==> config.mk <==
export PLATFORM = sky130hd
export DESIGN_NAME = oc_uart_host
export DESIGN_NICKNAME = d
export VERILOG_FILES = /design/src/rtl/oc_uart_host.sv
export SDC_FILE = /design/constraint.sdc
export NUM_CORES = 1
export LEC_CHECK = 0
export BUFFER_PORTS_ARGS = -buffer_cell sky130_fd_sc_hd__buf_4
export CAP_MARGIN = 10
export CORE_MARGIN = 4
export CORE_UTILIZATION = 60
export CTS_BUF_LIST = sky130_fd_sc_hd__clkbuf_8
export CTS_CLUSTER_SIZE = 24
export DETAILED_ROUTE_END_ITERATION = 6
export PLACE_DENSITY_LB_ADDON = 0.05
export SKIP_CTS_REPAIR_TIMING = 1
export SLEW_MARGIN = 10
export SYNTH_ARGS = -nofsm -noshare
export SYNTH_HDL_FRONTEND = slang
export SYNTH_SLANG_ARGS = --single-unit
==> constraint.sdc <==
create_clock -name clock -period 5.9 [get_ports clock]
set_input_delay 0.59 -clock clock [delete_from_list [all_inputs] [get_ports clock]]
set_output_delay 0.59 -clock clock [all_outputs]
set_load 0.005 [all_outputs]
==> src/rtl/oc_uart_host.sv <==
// Host-side 8N1/8N2 UART transceiver facing the chip's control UART.
// Byte streams use valid/ready; TX and RX run independently off one clock.
module oc_uart_host #(
    parameter int ClockHz    = 100_000_000,
    parameter int Baud       = 10_000_000,
    parameter int StopBits   = 1,
    parameter int CountWidth = 16
) (
    input  logic                  clock,
    input  logic                  resetN,
    input  logic [7:0]            txData,
    input  logic                  txValid,
    output logic                  txReady,
    output logic                  uartTx,
    input  logic                  uartRx,
    output logic [7:0]            rxData,
    output logic                  rxValid,
    input  logic                  rxReady,
    output logic                  errorFraming,
    output logic                  errorOverrun,
    output logic [CountWidth-1:0] txCount,
    output logic [CountWidth-1:0] rxCount
);
    localparam int Cpb     = ClockHz / Baud;
    localparam int StopCyc = StopBits * Cpb;
    localparam int CntW    = $clog2(2 * Cpb + 1);

    localparam logic [CntW-1:0] CpbM1  = CntW'(Cpb - 1);
    localparam logic [CntW-1:0] StopM1 = CntW'(StopCyc - 1);
    localparam logic [CntW-1:0] HalfB  = CntW'(Cpb / 2);

    if (Cpb < 4) begin : g_cpb_check
        $error("oc_uart_host: ClockHz/Baud must be at least 4");
    end
    if (StopBits != 1 && StopBits != 2) begin : g_stop_check
        $error("oc_uart_host: StopBits must be 1 or 2");
    end

    // ---------------- transmitter ----------------
    typedef enum logic [1:0] {TX_IDLE, TX_START, TX_DATA, TX_STOP} tx_state_t;

    tx_state_t             tx_state, tx_state_n;
    logic [CntW-1:0]       tx_cnt, tx_cnt_n;
    logic [2:0]            tx_bit, tx_bit_n;
    logic [7:0]            tx_sh, tx_sh_n;
    logic                  tx_line_n;
    logic [CountWidth-1:0] tx_count_n;

    assign txReady = (tx_state == TX_IDLE);

    always_ff @(posedge clock or negedge resetN) begin
        if (!resetN) begin
            tx_state <= TX_IDLE;
            tx_cnt   <= '0;
            tx_bit   <= '0;
            tx_sh    <= '0;
            uartTx   <= 1'b1;
            txCount  <= '0;
        end else begin
            tx_state <= tx_state_n;
            tx_cnt   <= tx_cnt_n;
            tx_bit   <= tx_bit_n;
            tx_sh    <= tx_sh_n;
            uartTx   <= tx_line_n;
            txCount  <= tx_count_n;
        end
    end

    // The shift register always presents the next data bit in tx_sh[0].
    always_comb begin
        tx_state_n = tx_state;
        tx_cnt_n   = tx_cnt;
        tx_bit_n   = tx_bit;
        tx_sh_n    = tx_sh;
        tx_line_n  = uartTx;
        tx_count_n = txCount;
        if (tx_state != TX_IDLE) tx_cnt_n = tx_cnt - 1'b1;
        case (tx_state)
            TX_IDLE: begin
                tx_line_n = 1'b1;
                if (txValid) begin
                    tx_state_n = TX_START;
                    tx_cnt_n   = CpbM1;
                    tx_sh_n    = txData;
                    tx_line_n  = 1'b0;
                end
            end
            TX_START: begin
                if (tx_cnt == '0) begin
                    tx_state_n = TX_DATA;
                    tx_cnt_n   = CpbM1;
                    tx_bit_n   = '0;
                    tx_line_n  = tx_sh[0];
                    tx_sh_n    = tx_sh >> 1;
                end
            end
            TX_DATA: begin
                if (tx_cnt == '0) begin
                    tx_cnt_n = CpbM1;
                    if (tx_bit == 3'd7) begin
                        tx_state_n = TX_STOP;
                        tx_cnt_n   = StopM1;
                        tx_line_n  = 1'b1;
                    end else begin
                        tx_bit_n  = tx_bit + 3'd1;
                        tx_line_n = tx_sh[0];
                        tx_sh_n   = tx_sh >> 1;
                    end
                end
            end
            TX_STOP: begin
                if (tx_cnt == '0) begin
                    tx_state_n = TX_IDLE;
                    tx_count_n = txCount + 1'b1;
                end
            end
            default: tx_state_n = TX_IDLE;
        endcase
    end

    // ---------------- receiver ----------------
    typedef enum logic [2:0] {RX_IDLE, RX_START, RX_DATA, RX_STOP, RX_WAITHIGH} rx_state_t;

    rx_state_t             rx_state, rx_state_n;
    logic [1:0]            rx_sync;
    logic                  rx_s, rx_prev;
    logic [CntW-1:0]       rx_cnt, rx_cnt_n;
    logic [2:0]            rx_bit, rx_bit_n;
    logic [7:0]            rx_sh, rx_sh_n;
    logic [7:0]            rx_data_n;
    logic                  rx_valid_n, fe_n, oe_n;
    logic [CountWidth-1:0] rx_count_n;

    assign rx_s = rx_sync[1];

    always_ff @(posedge clock or negedge resetN) begin
        if (!resetN) begin
            rx_sync      <= 2'b11;
            rx_prev      <= 1'b1;
            rx_state     <= RX_IDLE;
            rx_cnt       <= '0;
            rx_bit       <= '0;
            rx_sh        <= '0;
            rxData       <= '0;
            rxValid      <= 1'b0;
            rxCount      <= '0;
            errorFraming <= 1'b0;
            errorOverrun <= 1'b0;
        end else begin
            rx_sync      <= {rx_sync[0], uartRx};
            rx_prev      <= rx_s;
            rx_state     <= rx_state_n;
            rx_cnt       <= rx_cnt_n;
            rx_bit       <= rx_bit_n;
            rx_sh        <= rx_sh_n;
            rxData       <= rx_data_n;
            rxValid      <= rx_valid_n;
            rxCount      <= rx_count_n;
            errorFraming <= fe_n;
            errorOverrun <= oe_n;
        end
    end

    // Start bit is re-checked half a bit after the falling edge; later samples are bit-spaced.
    always_comb begin
        rx_state_n = rx_state;
        rx_cnt_n   = rx_cnt;
        rx_bit_n   = rx_bit;
        rx_sh_n    = rx_sh;
        rx_data_n  = rxData;
        rx_valid_n = rxValid && !rxReady;
        rx_count_n = rxCount;
        fe_n       = 1'b0;
        oe_n       = 1'b0;
        case (rx_state)
            RX_IDLE: begin
                if (rx_prev && !rx_s) begin
                    rx_state_n = RX_START;
                    rx_cnt_n   = HalfB;
                end
            end
            RX_START: begin
                rx_cnt_n = rx_cnt - 1'b1;
                if (rx_cnt == '0) begin
                    if (rx_s) begin
                        rx_state_n = RX_IDLE;
                    end else begin
                        rx_state_n = RX_DATA;
                        rx_cnt_n   = CpbM1;
                        rx_bit_n   = '0;
                    end
                end
            end
            RX_DATA: begin
                rx_cnt_n = rx_cnt - 1'b1;
                if (rx_cnt == '0) begin
                    rx_sh_n  = {rx_s, rx_sh[7:1]};
                    rx_cnt_n = CpbM1;
                    if (rx_bit == 3'd7) rx_state_n = RX_STOP;
                    else                rx_bit_n   = rx_bit + 3'd1;
                end
            end
            RX_STOP: begin
                rx_cnt_n = rx_cnt - 1'b1;
                if (rx_cnt == '0) begin
                    if (rx_s) begin
                        rx_state_n = RX_IDLE;
                        if (!rxValid || rxReady) begin
                            rx_data_n  = rx_sh;
                            rx_valid_n = 1'b1;
                            rx_count_n = rxCount + 1'b1;
                        end else begin
                            oe_n = 1'b1;
                        end
                    end else begin
                        fe_n       = 1'b1;
                        rx_state_n = RX_WAITHIGH;
                    end
                end
            end
            RX_WAITHIGH: begin
                if (rx_s) rx_state_n = RX_IDLE;
            end
            default: rx_state_n = RX_IDLE;
        endcase
    end
endmodule

==> metrics <==
htree depth=3; Post-Syn Area=4070 um2; unrepaired setup endpoints after global routing=false; share of cells above drive strength 1=0.252; f_max=approximately 0.37 GHz; Avg WL per Cell=between 10 and 15 um; gpl congestion=slightly above 0.8; ranking of synthesized cells by area=dfrtp_1 49%, mux2_2 5.3%, nand2_1 4.5%, ha_1 4.3%, xor2_1 3.4%; crit path to=rxCount[13]$_DFFE_PN0P_; DIE WIDTH=90.4 um; Post-synth ARST share=1.00; dpl hpwl=5.16 mm; CTS tree=done; reg2reg start=rx_cnt[0]$_DFFE_PN0P_; clock network power share=0.224; core area=6460 um2; chip height=90.4 um; Antenna Nets Post-Route=0; Net Sw Power=0.687 mW; Placed Cells=between 400 and 500; sequence of cells on the critical path=inv_1 > ha_1 > nor4b_2 > nand4_2 > nor4_1 > xor2_1; final hold viol count=0; delay of the slowest critical-path stage=780 ps; total CTS buffers=9; Netlist cell types=52; Worst Skew=13.8 ps; GRT overflow=0; CTS max path bufs=2; nets=roughly 450; worst slew pin tran=1030 ps; Compound-Gate Fraction of Synth Area=0.0698; critical path endpoint category=flop; largest family of logic cells by synthesized area=simple AND/OR/NAND/NOR gates; Post-Synth Adder-Cell Area=0.0430; Max Slew Vio Count=0; Core Rows=29; Clock Pin Slew Worst Setup and Hold Paths=90 ps; via/cell ratio=roughly 5.6; Root Buffer=clkbuf_8; n_diodes=0; cell taking the most area after synthesis=dfrtp_1; Worst Path Max Fanout=18; Post-synth EDFFs=0; final worst-path cycle share=0.461; Crit Reg-Reg Endpoint=rxCount[13]$_DFFE_PN0P_; setup_tns=0 ps; Synth Flop Type=dfrtp_1; drt first-iter violations=119; Pre-Repair DR Iteration Count=4; number of global-route vias before repair=2951; register area share after synthesis=0.518; crit path time final=2720 ps; number of synthesis warnings=0; largest net degree at the start of global routing=85; Reg power frac=0.402; post-synthesis mux area share=0.0845; Critical Path AT=3000 ps; DIE AREA=8170 um2; via count=2872; R2R Setup Slk=3180 ps; final setup fails=0; critical path class=reg -> reg; Clk Latency, worst-skew pair=360 ps; Final Instance Count excl. Fillers=509; CP startpoint=rx_cnt[0]$_DFFE_PN0P_; PD cells=approximately 420 nW/um2; Initial Util=0.630; sw frac=0.343; io pins=58; CP startpoint kind=flop; #FFs+latches synth=84; Worst VDD drop=0.366 mV; Comb pwr share=0.375; input/output buffers=57; status=complete, no violations; Yosys top cell area share=0.492; Reg2Reg Depth=6; Global Route Usage Sum=0.198; Post-Synthesis Net Count=a little under 400; worst rel slew slack=0.314; Crit path required time=6180 ps; Area growth syn-to-layout=16.8%; syn_area_per_cell=11.0 um2; leakage=between 2 and 2.5 nW; internal power=~1.3 mW; xor/xnor share of the synthesized area=0.0667; Remaining DRCs=0; antenna violations before repair=0; cells after synthesis=371; Hold Path Class=in -> async; final WL=7.49 mm; CTS sink cnt=84; Max Cap Violations=0; Critical Path Slowest Stage Cell=nor4b_2; Synth Area in Simple Gates=0.195; first-pass GRT wire length=between 10 and 15 mm
logic make-up after synthesis:
group                    after synthesis
AO/OA/AOI/OAI                         43
XOR/XNOR                              31
adder cells (fa/ha/maj)               14
buffers and inverters                 23
flip-flops                            84
multiplexers                          28
AND/OR/NAND/NOR                      148
cell type report:
class / count / area [um2]
tap: 77 / 96.3
inverter: 11 / 41.3
fill: 463 / 1700
multi-input combinational: 264 / 1870
clock inverter: 7 / 92.6
timing repair buffer: 57 / 428
sequential: 84 / 2110
clock buffer: 9 / 124
placed cells by master, fill, tap and decap left out, types with 3 or more instances in the layout:
master / netlist / final
dfrtp_1: 80 / 80
buf_4: 0 / 57
nand2_1: 49 / 49
nor2_1: 21 / 21
mux2_2: 19 / 19
xor2_1: 16 / 16
xnor2_1: 15 / 15
o21ai_0: 14 / 14
ha_1: 14 / 14
inv_1: 11 / 13
nand3_1: 13 / 13
nor3_1: 10 / 10
clkbuf_8: 0 / 9
a21oi_1: 8 / 8
nand4_1: 8 / 8
mux2_4: 8 / 8
nor4_1: 7 / 7
nand2b_1: 6 / 6
nor2b_1: 5 / 5
and3_1: 5 / 5
and2_1: 4 / 4
or3_1: 4 / 4
a22o_1: 4 / 4
dfstp_2: 4 / 4
nand3b_1: 3 / 3
a21o_1: 3 / 3
power groups by stage:
stage               logic [mW]  clock network (mW)  registers, mW
floorplan                0.617                   0          0.778
global placement         0.721                   0          0.806
detailed placement       0.747                   0          0.814
CTS                      0.754               0.456          0.804
global route             0.841               0.479          0.825
finish                   0.750               0.448          0.805
metrics by stage:
stage	power (mW)	util	hold slack, ps	area, um2	setup WS [ps]
2_1_floorplan	1.39	-	294	4070	3930
3_3_place_gp	1.53	0.703	346	4540	3290
3_5_place_dp	1.56	0.703	347	4540	3190
4_1_cts	2.01	0.736	343	4760	3170
5_1_grt	2.15	0.736	345	4760	2860
6_report	2.00	0.736	356	4760	3180
sequential cells by signal, summed over array words and instances, names as in the netlist:
| name | count |
|---|---|
| rx_cnt | 5 |
| errorFraming | 1 |
| rx_bit | 3 |
| txCount | 16 |
| errorOverrun | 1 |
| rxData | 8 |
| rx_sync | 2 |
| tx_cnt | 5 |
| tx_state | 2 |
| rxCount | 16 |
| rx_state | 3 |
| rx_sh | 8 |
| rxValid | 1 |
| tx_bit | 3 |
| tx_sh | 8 |
| rx_prev | 1 |
| uartTx | 1 |
critical path, delay by kind of cell, from the launching register on:
kind,cells,cell delay (ps)
xor gates and xnor gates,1,180
adders and majority gates,1,140
buffers and inverters,1,90
DFF,1,410
and+or+nand+nor,3,1810
how the worst min path moves through the flow:
stage	from	endpoint	slack [ps]	cells past startpoint
floorplan	resetN	errorFraming$_DFF_PN0_	290	0
global placement	rx_sync[0]$_DFF_PN1_	rx_sync[1]$_DFF_PN1_	350	0
detailed placement	rx_sync[0]$_DFF_PN1_	rx_sync[1]$_DFF_PN1_	350	0
CTS	uartRx	rx_sync[0]$_DFF_PN1_	340	1
global route	uartRx	rx_sync[0]$_DFF_PN1_	350	1
finish	resetN	rx_bit[0]$_DFFE_PN0P_	360	1
per-layer routing:
metal / vias up / part of all wire / global-route usage / routed length, um
li1: 1406 / - / - / -
met1: 1387 / 0.46 / 0.257 / 3470
met2: 62 / 0.47 / 0.320 / 3560
met3: 17 / 0.040 / 0.0417 / 299
met4: 0 / 0.022 / 0.0880 / 165
met5: - / 0 / 0 / 0
synth_stat cells, types with 2 or more instances:
| master | number |
|---|---|
| a21o_1 | 3 |
| a21oi_1 | 8 |
| a22o_1 | 4 |
| and2_1 | 4 |
| and3_1 | 5 |
| and4_1 | 2 |
| buf_2 | 3 |
| clkbuf_1 | 8 |
| dfrtp_1 | 80 |
| dfstp_2 | 4 |
| ha_1 | 14 |
| inv_1 | 11 |
| mux2_2 | 19 |
| mux2_4 | 8 |
| nand2_1 | 49 |
| nand2b_1 | 6 |
| nand3_1 | 13 |
| nand3b_1 | 3 |
| nand4_1 | 8 |
| nor2_1 | 21 |
| nor2b_1 | 5 |
| nor3_1 | 10 |
| nor4_1 | 7 |
| o21ai_0 | 14 |
| o21bai_1 | 2 |
| o22a_1 | 2 |
| or3_1 | 4 |
| xnor2_1 | 15 |
| xor2_1 | 16 |
Note: power is estimated with default switching activity, not from simulation.
